### src/rtl/meteor_pkg.sv
// Shared definitions for the Meteor Dodge meteor scheduler: run-state
// encodings, coordinate and score widths, and the LFSR seed/taps.
package meteor_pkg;

    localparam int COORD_W = 10;
    localparam int SCORE_W = 16;
    localparam int LFSR_W  = 16;

    localparam logic [LFSR_W-1:0] LFSR_SEED = 16'hACE1;
    // Taps 16,14,13,11 expressed as a mask over bits [15],[13],[12],[10]
    localparam logic [LFSR_W-1:0] LFSR_TAPS = 16'hB400;

    typedef enum logic [1:0] {
        ST_IDLE = 2'b00,
        ST_RUN  = 2'b01,
        ST_OVER = 2'b10
    } run_state_t;

    // One Fibonacci step: shift left, feed the XOR of the tapped bits into bit 0
    function automatic logic [LFSR_W-1:0] lfsr_next(input logic [LFSR_W-1:0] cur);
        return {cur[LFSR_W-2:0], ^(cur & LFSR_TAPS)};
    endfunction

endpackage

### src/rtl/meteor_lfsr.sv
// 16-bit Fibonacci LFSR that free-runs every clock from the seed; exposes
// only the low OUT_W bits that the spawn logic consumes.
module meteor_lfsr
    import meteor_pkg::*;
#(
    parameter int OUT_W = 9
) (
    input  logic             clock,
    input  logic             reset,
    output logic [OUT_W-1:0] value
);

    logic [LFSR_W-1:0] state_q;

    // Step the shift register every cycle; the nonzero seed keeps it off the all-zero lockup state
    always_ff @(posedge clock or posedge reset) begin
        if (reset) begin
            state_q <= LFSR_SEED;
        end else begin
            state_q <= lfsr_next(state_q);
        end
    end

    assign value = state_q[OUT_W-1:0];

endmodule

### src/rtl/meteor_scheduler.sv
// Meteor Dodge meteor scheduler: owns the meteor slots, spawns at LFSR
// columns, moves meteors each frame, retires them at the bottom and keeps
// score. Optional macro SPEEDUP_EN makes fall speed grow with the score.
module meteor_scheduler
    import meteor_pkg::*;
#(
    parameter int NUM_METEORS  = 4,
    parameter int SPAWN_PERIOD = 45,
    parameter int Y_LIMIT      = 480,
    parameter int X_MIN        = 64,
    parameter int BASE_SPEED   = 2
) (
    input  logic                           clock,
    input  logic                           reset,
    input  logic                           start,
    input  logic                           frame_tick,
    input  logic                           collide,
    output logic [NUM_METEORS-1:0]         met_active,
    output logic [NUM_METEORS*COORD_W-1:0] met_x,
    output logic [NUM_METEORS*COORD_W-1:0] met_y,
    output logic [SCORE_W-1:0]             score,
    output logic [1:0]                     run_state,
    output logic                           game_over
);

    localparam int CNT_W = (SPAWN_PERIOD > 1) ? $clog2(SPAWN_PERIOD) : 1;
    localparam int IDX_W = (NUM_METEORS > 1) ? $clog2(NUM_METEORS) : 1;
    localparam int RET_W = $clog2(NUM_METEORS + 1);
    localparam logic [CNT_W-1:0]   CNT_LAST = CNT_W'(SPAWN_PERIOD - 1);
    localparam logic [COORD_W:0]   Y_LIM    = (COORD_W + 1)'(Y_LIMIT);
    localparam logic [COORD_W-1:0] X_BASE   = COORD_W'(X_MIN);

    run_state_t         state_q, state_d;
    logic               game_over_q;
    logic [CNT_W-1:0]   spawn_cnt_q;
    logic [SCORE_W-1:0] score_q;
    logic [SCORE_W:0]   score_sum;
    logic [RET_W-1:0]   ret_count;
    logic [NUM_METEORS-1:0] retire;
    logic [8:0]         lfsr_low;
    logic [4:0]         speed;
    logic               do_tick, do_clear, spawn_now, free_found;
    logic [IDX_W-1:0]   free_idx;

    meteor_lfsr #(.OUT_W(9)) u_lfsr (
        .clock (clock),
        .reset (reset),
        .value (lfsr_low)
    );

`ifdef SPEEDUP_EN
    logic [2:0] bonus;
    assign bonus = (score_q[5:3] > 3'd4) ? 3'd4 : score_q[5:3];
    assign speed = 5'(BASE_SPEED) + 5'(bonus);
`else
    assign speed = 5'(BASE_SPEED);
`endif

    // A collision in the same cycle as a frame tick suppresses the whole frame update
    assign do_tick   = (state_q == ST_RUN) && frame_tick && !collide;
    assign do_clear  = (state_q == ST_OVER) && start;
    assign spawn_now = do_tick && (spawn_cnt_q == CNT_LAST) && free_found;

    // Run-state next-state logic: start arms play, collide ends it, start from OVER returns to IDLE
    always_comb begin
        state_d = state_q;
        case (state_q)
            ST_IDLE: if (start)   state_d = ST_RUN;
            ST_RUN:  if (collide) state_d = ST_OVER;
            ST_OVER: if (start)   state_d = ST_IDLE;
            default:              state_d = ST_IDLE;
        endcase
    end

    // Run-state register plus a registered game_over flag that tracks the OVER state
    always_ff @(posedge clock or posedge reset) begin
        if (reset) begin
            state_q     <= ST_IDLE;
            game_over_q <= 1'b0;
        end else begin
            state_q     <= state_d;
            game_over_q <= (state_d == ST_OVER);
        end
    end

    // Lowest-index free slot, judged on occupancy before this tick's retirements
    always_comb begin
        free_found = 1'b0;
        free_idx   = '0;
        for (int i = NUM_METEORS - 1; i >= 0; i--) begin
            if (!met_active[i]) begin
                free_found = 1'b1;
                free_idx   = IDX_W'(i);
            end
        end
    end

    // Spawn counter advances per RUN frame and wraps at the period whether or not a slot was free
    always_ff @(posedge clock or posedge reset) begin
        if (reset) begin
            spawn_cnt_q <= '0;
        end else if (do_clear) begin
            spawn_cnt_q <= '0;
        end else if (do_tick) begin
            if (spawn_cnt_q == CNT_LAST) begin
                spawn_cnt_q <= '0;
            end else begin
                spawn_cnt_q <= spawn_cnt_q + CNT_W'(1);
            end
        end
    end

    for (genvar i = 0; i < NUM_METEORS; i++) begin : g_slot
        logic               act_q;
        logic [COORD_W-1:0] x_q, y_q;
        logic [COORD_W:0]   sum;

        assign sum       = {1'b0, y_q} + (COORD_W + 1)'(speed);
        assign retire[i] = do_tick && act_q && (sum >= Y_LIM);

        // Per-slot state: move or retire a live meteor, or load a fresh one when picked for a spawn
        always_ff @(posedge clock or posedge reset) begin
            if (reset) begin
                act_q <= 1'b0;
                x_q   <= '0;
                y_q   <= '0;
            end else if (do_clear) begin
                act_q <= 1'b0;
                x_q   <= '0;
                y_q   <= '0;
            end else if (do_tick) begin
                if (act_q) begin
                    if (sum >= Y_LIM) begin
                        act_q <= 1'b0;
                    end else begin
                        y_q <= sum[COORD_W-1:0];
                    end
                end else if (spawn_now && (free_idx == IDX_W'(i))) begin
                    act_q <= 1'b1;
                    x_q   <= X_BASE + COORD_W'(lfsr_low);
                    y_q   <= '0;
                end
            end
        end

        assign met_active[i]                = act_q;
        assign met_x[COORD_W*i +: COORD_W]  = x_q;
        assign met_y[COORD_W*i +: COORD_W]  = y_q;
    end

    // Number of meteors leaving the bottom on this tick
    always_comb begin
        ret_count = '0;
        for (int i = 0; i < NUM_METEORS; i++) begin
            ret_count = ret_count + RET_W'(retire[i]);
        end
    end

    assign score_sum = {1'b0, score_q} + (SCORE_W + 1)'(ret_count);

    // Score accumulates retirements and saturates rather than wrapping
    always_ff @(posedge clock or posedge reset) begin
        if (reset) begin
            score_q <= '0;
        end else if (do_clear) begin
            score_q <= '0;
        end else if (do_tick) begin
            score_q <= score_sum[SCORE_W] ? '1 : score_sum[SCORE_W-1:0];
        end
    end

    assign score     = score_q;
    assign run_state = state_q;
    assign game_over = game_over_q;

endmodule

### config.mk
export PLATFORM = sky130hd
export DESIGN_NAME = meteor_scheduler
export DESIGN_NICKNAME = d
export VERILOG_FILES = /design/src/rtl/meteor_pkg.sv /design/src/rtl/meteor_lfsr.sv /design/src/rtl/meteor_scheduler.sv
export SDC_FILE = /design/constraint.sdc
export NUM_CORES = 1
export LEC_CHECK = 0
export BUFFER_PORTS_ARGS = -buffer_cell sky130_fd_sc_hd__buf_4
export CAP_MARGIN = 20
export CELL_PAD_IN_SITES_DETAIL_PLACEMENT = 1
export CELL_PAD_IN_SITES_GLOBAL_PLACEMENT = 1
export CORE_MARGIN = 2
export CORE_UTILIZATION = 35
export DETAILED_ROUTE_END_ITERATION = 8
export GPL_ROUTABILITY_DRIVEN = 0
export PLACE_DENSITY_LB_ADDON = 0.3
export SETUP_SLACK_MARGIN = 0.2
export SLEW_MARGIN = 40
export SYNTH_ARGS = -nofsm -noshare
export SYNTH_HDL_FRONTEND = slang
export SYNTH_SLANG_ARGS = --single-unit
export TNS_END_PERCENT = 100
### constraint.sdc
create_clock -name clock -period 12.8 [get_ports clock]
set_input_delay 0 -clock clock [delete_from_list [all_inputs] [get_ports clock]]
set_output_delay 0 -clock clock [all_outputs]
set_load 0.02 [all_outputs]
* Word-level counts from Yosys, hierarchy flattened
Index checks and enable logic that the tools add are counted.
** Word-level totals
- Flip-flop bits (word level) :: 125
- Bits in latches :: 0
- Memory bits (writable) :: 0
- Memory bits (read-only) :: 0
- Bits of input ports :: 5
- Output and inout port bits :: 103
- Logic and storage cells :: 158
- Memories kept :: 0
** Operators by class
- Add/sub/neg operators :: 10
- $mul :: 0
- Div/mod/pow operators :: 0
- Magnitude comparators :: 4
- Eq/ne operators :: 15
- Shifts and indexed selects :: 0
- Muxes and demuxes :: 74
- Bitwise logic cells :: 0
- Reductions and logical operators :: 38
** Operators by type and width (count)
- $mux W10 :: 36
- $mux W16 :: 3
- $add A10 B2 Y11 const B :: 4
- $ge A11 B9 Y1 const B :: 4
- $mux W1 :: 24
- $reduce_and A3 Y1 :: 8
- $mux W6 :: 3
- $add A16 B3 Y17 :: 1
- $logic_and A1 B1 Y1 :: 17
- $reduce_xor A16 Y1 :: 1
- $mux W2 :: 7
- $ne A3 B3 Y1 const B :: 4
- $reduce_bool A3 Y1 :: 4
- $add A7 B9 Y10 const A :: 1
- $reduce_bool A2 Y1 :: 5
- $eq A2 B2 Y1 const B :: 4
- $ne A2 B2 Y1 const B :: 4
- $add A6 B1 Y6 const B :: 1
- $eq A6 B6 Y1 const B :: 1
- $pmux W2 S3 :: 1
- $eq A2 B1 Y1 const B :: 2
- $logic_not A2 Y1 :: 2
- $add A2 B1 Y3 :: 1
- $add A3 B1 Y3 :: 1
- 2 further kinds :: 2

* Depth between registers and ports, before layout
Gate-level depths: netlist (run 1).
- Word-level depth :: 12
- Gate-level depth with buffers :: 16
- Mapped depth without buffers :: 15

* Modules after synthesis
A second synthesis (run 1) with hierarchy kept.
** Unflattened totals
- Cell total of the unflattened synthesis :: 636
- Area, all modules :: 6023.3 um2
** Modules (own cells, without submodules)
- meteor_scheduler :: times used 1, cells each 607, area an instance 5515.3 um2, sequential area each 2627.5 um2
- meteor_lfsr :: times used 1, cells each 29, area an instance 508.0 um2, sequential area each 410.4 um2

* Worst setup path before layout (run 1)
No wires, ideal clock.
- Path kind :: reg-to-reg
- Start point :: reg g_slot[2].y_q[1]
- End point :: reg score_q[7], in the netlist score[7]
- Setup time :: 94 ps
- Arrival time :: 4152 ps
- Data required time :: 12706 ps
- Setup slack :: 8554 ps
- Stages on the path, launching flop included :: 17
- Buffers on the path :: 1
- Clock period less this slack :: 4246 ps
- Cell sequence :: dfrtp_1 -> ha_1 -> nand3_1 -> or4_1 -> a32o_1 -> a21o_1 -> fa_1 -> fa_1 -> inv_1 -> fa_1 -> nand3_1 -> nor4_2 -> nand3_1 -> clkbuf_1 -> a21oi_1 -> nor2_1 -> a211oi_1
** On the way
- Longest elaborated chain between the ends :: 9
** RTL lines
- from (decl) :: line meteor_scheduler.sv:115 : logic [COORD_W-1:0] x_q, y_q;
- from (signal assigned) :: line meteor_scheduler.sv:136 : y_q <= sum[COORD_W-1:0];
- $add A10 B2 Y11 :: line meteor_scheduler.sv:118 : assign sum = {1'b0, y_q} + (COORD_W + 1)'(speed);
- $ge A11 B9 Y1 :: line meteor_scheduler.sv:119 : assign retire[i] = do_tick && act_q && (sum >= Y_LIM);
- $logic_and A1 B1 Y1 :: line meteor_scheduler.sv:119
- $add A2 B1 Y3 :: line meteor_scheduler.sv:155 : ret_count = ret_count + RET_W'(retire[i]);
- $add A3 B1 Y3 :: line meteor_scheduler.sv:155
- $add A16 B3 Y17 :: line meteor_scheduler.sv:159 : assign score_sum = {1'b0, score_q} + (SCORE_W + 1)'(ret_count);
- $mux W16 :: line meteor_scheduler.sv:168 : score_q <= score_sum[SCORE_W] ? '1 : score_sum[SCORE_W-1:0];
- $mux W16 :: line meteor_scheduler.sv:167 : end else if (do_tick) begin
- $mux W16 :: line meteor_scheduler.sv:165 : end else if (do_clear) begin
- to (signal assigned) :: line meteor_scheduler.sv:168
- to (decl) :: line meteor_scheduler.sv:36 : logic [SCORE_W-1:0] score_q;
No other way between the ends. The select of a mux whose other input is x is not followed.
A chain may end at the register's enable or synchronous reset.

* Worst setup path after layout (run 1)
- Start point :: reg g_slot[2].y_q[1]
- End point :: reg score_q[9], in the netlist score[9]
Same word-level chain as after synthesis.

==> out/summary.txt, run 1 <==
Tmin final: 4.90 ns
peak supply drop: 0.0000894 V
Reg2Reg Depth: 15
dpl hpwl: 11700 um
H-tree lvl count: 4
register area: 3040 sq um
DRT Wirelength: 17500 um
commonest non-fill, non-tap cell in the layout: dfrtp_1
Mapped Cells: 625
1st-iter DRT viols: 382
Slew Viols, Final: 0
standard-cell rows: 47
vias after detailed routing: 5232
Crit-path slowest cell: nand3_1
post-synthesis register bit count: 121
critical path capture point: score[9]$_DFFE_PP0N_
io pins: 108
Die W: 135 um
Cell Area, Synth: 6020 sq um
vias in the first global route: 5415
gr ovfl total: 0
required time worst endpoint: 13.12 ns
register area share after synthesis: 0.505
post-DR wirelength/cell: 18.4 um
routed vias/inst: 5.48
dpl cells: 917
worst-path cell chain: ha_1 > nand3_1 > or4_1 > a32o_1 > a21o_1 > fa_1 > fa_1 > inv_1 > fa_1 > nand3_1 > nor4_2 > nand3_1 > o21ai_0 > a21oi_1 > a211oi_1
CORE AREA: 16700 sq um
Final setup viols: 0
Slew @ Worst Pin: 0.789 ns
Max-cap violations: 0
fin worst setup slack: 7.90 ns
number of CTS-inserted buffers: 17
Crit Path Class: reg -> reg
CP Launch Type: register
filler instances: 1930
period utilization: 0.383
post-route design area: 7590 sq um
Multi-input gate area: 2720 sq um
CTS root buf: clkbuf_16
Setup WS pre-CTS: 7.91 ns
Post-synth EDFFs: 0
P per Cell Area: 138 nW/um^2
Clock Skews: 0.0142 ns
Die Area: 18300 sq um
Worst slew margin: 0.471
Starting Density: 0.360
non-filler cells, final: 954
Max clock buf depth: 2
R2R Path End: score[9]$_DFFE_PP0N_
CP peak stage delay: 0.50 ns
Area after DPL: 6920 sq um
setup TNS: 0 ns
Crit path arrival time: 5.22 ns
Ys Warns: 0
CTS resizes: 0
Layout Nets: 737
pin count of the biggest net entering global routing: 64
PortBufs: 103
r2r setup slk: 7.90 ns
P&R area growth vs syn: 26.1%
Global Route Usage Sum: 0.199
CTS Sinks: 121
Achievable Freq: 0.204 GHz
most frequent cells in the layout: dfrtp_1 (113), buf_4 (108), nand2_1 (81)
Syn Area/Cell: 9.63 sq um
RSZ-0062 raised after global routing: no
Critical Path End Type: register
Worst Setup SP: g_slot[2].y_q[1]$_DFFE_PP0P_
Clk Latency, worst-skew pair: 0.43 ns
remaining antenna violation count: 0
post-CTS setup repair buffer count: 0
Crit Path Max Fanout: 12
final hold vios: 0
count of cell types in the netlist: 74
min-delay worst type: in -> async
drt first pass iters: 4
CTS clk-pin slew, worst paths: 0.06 ns
Post-synth top flop: dfrtp_1
first-pass GRT wire length: 28800 um
Residual DRC: 0
initial antenna violation count: 0
status: completed
diodes inserted: 0
reg-to-reg startpoint: g_slot[2].y_q[1]$_DFFE_PP0P_
Lkg Pwr: 3.55 nW
share of layout cells above drive strength 1: 0.230
die height: 135 um
ys async rst share: 1.00
CTS tree: built
## worst min path at each step
stage,startpoint,endpoint,slack [ns],cells past startpoint
floorplan,start,game_over$_DFF_PP0_,0.11,1
global placement,reset,g_slot[0].x_q[6]$_DFFE_PP0P_,0.19,2
detailed placement,reset,g_slot[0].x_q[9]$_DFFE_PP0P_,0.21,2
CTS,frame_tick,spawn_cnt_q[0]$_DFFE_PP0N_,0.19,4
global route,frame_tick,spawn_cnt_q[0]$_DFFE_PP0N_,0.23,4
finish,reset,g_slot[0].x_q[9]$_DFFE_PP0P_,0.19,3
## registers in the layout (all words and copies together) (netlist names)
name	flops
spawn_cnt_q	6
g_slot.x_q	40
g_slot.y_q	36
game_over	1
score	16
u_lfsr.state_q	16
run_state	2
g_slot.act_q	4
## power by group
part | internal (mW) | switching [mW] | leakage (nW)
clock network | 0.294 | 0.196 | 0.293
logic | 0.0462 | 0.0804 | 1.61
registers | 0.404 | 0.0253 | 1.64
total | 0.744 | 0.302 | 3.55
## critical path, delay by kind of cell (launching register included)
family / cells / cell delay (ns)
AO/OA/AOI/OAI: 5 / 1.02
adder cells (fa/ha/maj): 4 / 1.47
buffers and inverters: 1 / 0.08
flip-flops: 1 / 0.49
AND/OR/NAND/NOR: 5 / 1.73
## per-layer routing
layer  part of all wire  vias up  global-route usage
li1                   -     2450                   -
met1               0.45     2663               0.267
met2               0.50      109               0.329
met3              0.041       10              0.0404
met4             0.0068        0              0.0584
met5                  0        -                   0
## through the flow
stage / hold slack, ns / total power [mW] / util
2_1_floorplan: 0.109 / 0.507 / -
3_3_place_gp: 0.188 / 0.555 / 0.414
3_5_place_dp: 0.212 / 0.561 / 0.415
4_1_cts: 0.192 / 1.05 / 0.453
5_1_grt: 0.230 / 1.09 / 0.454
6_report: 0.186 / 1.05 / 0.454
## cell usage after synthesis, drive strengths merged, types with 13 or more instances
cell type	n	area, sq um
dfrtp	113	2830
nand2	82	310
nor2	47	176
a21oi	45	225
nand3	39	200
o21ai	29	145
inv	22	82.6
buf	21	134
nand4	20	125
clkbuf	19	81.3
nor3	16	90.1
mux2i	13	130
## kinds of logic (layout without fill, tap and decap cells)
logic type | count (synthesis) | count (layout) | synth area share
AOI/OAI and AO/OA | 149 | 149 | 0.166
xor gates and xnor gates | 7 | 7 | 0.0102
adders and majority gates | 11 | 11 | 0.0266
buffers and inverters | 62 | 168 | 0.0495
DFF | 121 | 121 | 0.505
muxes | 14 | 14 | 0.0235
other | 1 | 4 | 0.000623
and+or+nand+nor | 260 | 260 | 0.219
## layout make-up
cell class	instances	area share
Sequential cell	121	0.400
Multi-Input combinational cell	445	0.358
Timing Repair Buffer	114	0.115
Clock buffer	17	0.0561
Tap cell	220	0.0363
Clock inverter	15	0.0231
Inverter	22	0.0115
## what timing repair did
action | 4_1_cts | 5_1_grt
hold endpoints to repair | 57 | 0
setup endpoints to repair | 0 | 0
hold buffers | 4 | 0
Power figures use the tool's default switching activity.
==> run 2: changes to the inputs <==
- clock period: 12.8 -> 4.7 ns (I/O delays scaled with it)
==> out/summary.txt, run 2 (synthesis gave the netlist of run 1 again) <==
io pins: 108
dpl hpwl: 12000 um
commonest non-fill, non-tap cell in the layout: buf_4
H-tree lvl count: 4
Final setup viols: 0
Worst slew margin: 0.477
vias after detailed routing: 5289
number of CTS-inserted buffers: 17
worst-path cell chain: ha_4 > or4_1 > a32o_1 > a21o_1 > fa_1 > fa_1 > inv_1 > fa_2 > nand3_2 > nor4_4 > buf_4 > a31oi_2 > nor2b_2 > a211oi_1
Clock Skews: 0.00728 ns
first-pass GRT wire length: 29400 um
P per Cell Area: 381 nW/um^2
status: completed
Tmin final: 4.31 ns
CTS tree: built
required time worst endpoint: 5.01 ns
Crit path arrival time: 4.62 ns
CORE AREA: 16700 sq um
Lkg Pwr: 3.59 nW
Crit Path Max Fanout: 8
Clk Latency, worst-skew pair: 0.41 ns
gr busiest metal: met2
RSZ-0062 raised after global routing: no
CTS root buf: clkbuf_16
Sw Ratio: 0.259
Max-cap violations: 0
drt first pass iters: 4
period utilization: 0.916
diodes inserted: 0
Crit Path Class: reg -> reg
clock share of power: 0.485
Worst Setup SP: g_slot[2].y_q[2]$_DFFE_PP0P_
Area after DPL: 6940 sq um
pin count of the biggest net entering global routing: 82
1st-iter DRT viols: 354
post-route design area: 7730 sq um
gr ovfl total: 0
Crit-path slowest cell: or4_1
Starting Density: 0.360
P_int: 2.18 mW
Combinational Power Share: 0.117
remaining antenna violation count: 0
peak supply drop: 0.000231 V
met2 GRT Util: 0.344
standard-cell rows: 47
Achievable Freq: 0.232 GHz
Multi-input gate area: 2780 sq um
Die Area: 18300 sq um
vias in the first global route: 5585
Max clock buf depth: 2
initial antenna violation count: 0
cell repeated most along the worst path: fa_1
Die W: 135 um
post-DR wirelength/cell: 18.5 um
met3 GRT Util: 0.0382
die height: 135 um
PortBufs: 103
filler instances: 1892
CTS Sinks: 121
setup TNS: 0 ns
final hold vios: 0
hold_sp: frame_tick
CTS clk-pin slew, worst paths: 0.05 ns
Critical Path End Type: register
Largest regs: g_slot.x_q x40, g_slot.y_q x36
routed vias/inst: 5.52
reg-to-reg startpoint: g_slot[2].y_q[2]$_DFFE_PP0P_
P&R area growth vs syn: 28.5%
Global Route Usage Sum: 0.202
Residual DRC: 0
share of layout cells above drive strength 1: 0.246
Buf/Inv on CP: 2
min-delay worst type: in -> reg
Layout Nets: 742
Tot Pwr: 2.95 mW
CP Launch Type: register
net switching power: 0.764 mW
register area: 3040 sq um
Top delay family on crit path: adder cells
max FFs per register: 40
Slew Viols, Final: 0
CP peak stage delay: 0.51 ns
Top reg by flops: g_slot.x_q
Flop pwr share: 0.398
Slew @ Worst Pin: 0.780 ns
most frequent cells in the layout: buf_4 (114), dfrtp_1 (110), nand2_1 (81)
met1 usage: 0.265
DRT Wirelength: 17700 um
[run 2: routing by layer]
metal  vias to the layer above  part of all wire
li1                       2472                 -
met1                      2708              0.44
met2                        97              0.51
met3                        12             0.038
met4                         0            0.0083
met5                         -                 0
[run 2: power groups by stage]
stage          clock network (mW)  logic [mW]  registers [mW]
3_5_place_dp                    0       0.341            1.19
3_3_place_gp                    0       0.330            1.18
2_1_floorplan                   0       0.158            1.22
6_report                     1.43       0.345            1.17
4_1_cts                      1.45       0.347            1.17
5_1_grt                      1.50       0.379            1.18
[run 2: path summary, 6_finish.rpt]
check                                                to  cells past startpoint  slack (ns)
min                          spawn_cnt_q[0]$_DFFE_PP0N_                      4        0.24
min reg2reg                u_lfsr.state_q[15]$_DFF_PP1_                      0        0.36
max reg2reg                        score[9]$_DFFE_PP0N_                     14        0.39
max in group asynchronous  g_slot[2].y_q[3]$_DFFE_PP0P_                      4        3.33
min in group asynchronous         score[10]$_DFFE_PP0N_                      3        0.26
max                                score[9]$_DFFE_PP0N_                     14        0.39
[run 2: worst reg2reg max path, cell delays in order, from the launching register on]
cell	delay, ns
dfrtp_2	0.47
ha_4	0.21
or4_1	0.51
a32o_1	0.30
a21o_1	0.19
fa_1	0.49
fa_1	0.46
inv_1	0.08
fa_2	0.22
nand3_2	0.12
nor4_4	0.37
buf_4	0.18
a31oi_2	0.15
nor2b_2	0.22
a211oi_1	0.25
[run 2: timing repair]
action,in CTS,in global routing
pin swaps,0,2
gates resized for setup,2,13
setup buffers,0,4
setup endpoints to repair,4,11
endpoints found under the hold margin,75,0
hold buffers,4,0
[run 2: final cells by class]
cell class | count | area share
clock inverter | 11 | 0.0252
inverter | 22 | 0.0113
sequential | 121 | 0.393
timing repair buffer | 119 | 0.117
clock buffer | 21 | 0.0582
tap | 220 | 0.0356
multi-input combinational | 445 | 0.359
[run 2: through the flow]
| stage | hold slack (ns) | std cells | util | setup WS (ns) |
|---|---|---|---|---|
| 6_report | 0.237 | 959 | 0.463 | 0.394 |
| 5_1_grt | 0.243 | 959 | 0.463 | 0.190 |
| 4_1_cts | 0.211 | 954 | 0.457 | 0.216 |
| 3_5_place_dp | 0.195 | 918 | 0.415 | 0.0940 |
| 3_3_place_gp | 0.219 | 918 | 0.415 | 0.340 |
| 2_1_floorplan | 0.109 | 628 | - | 0.454 |
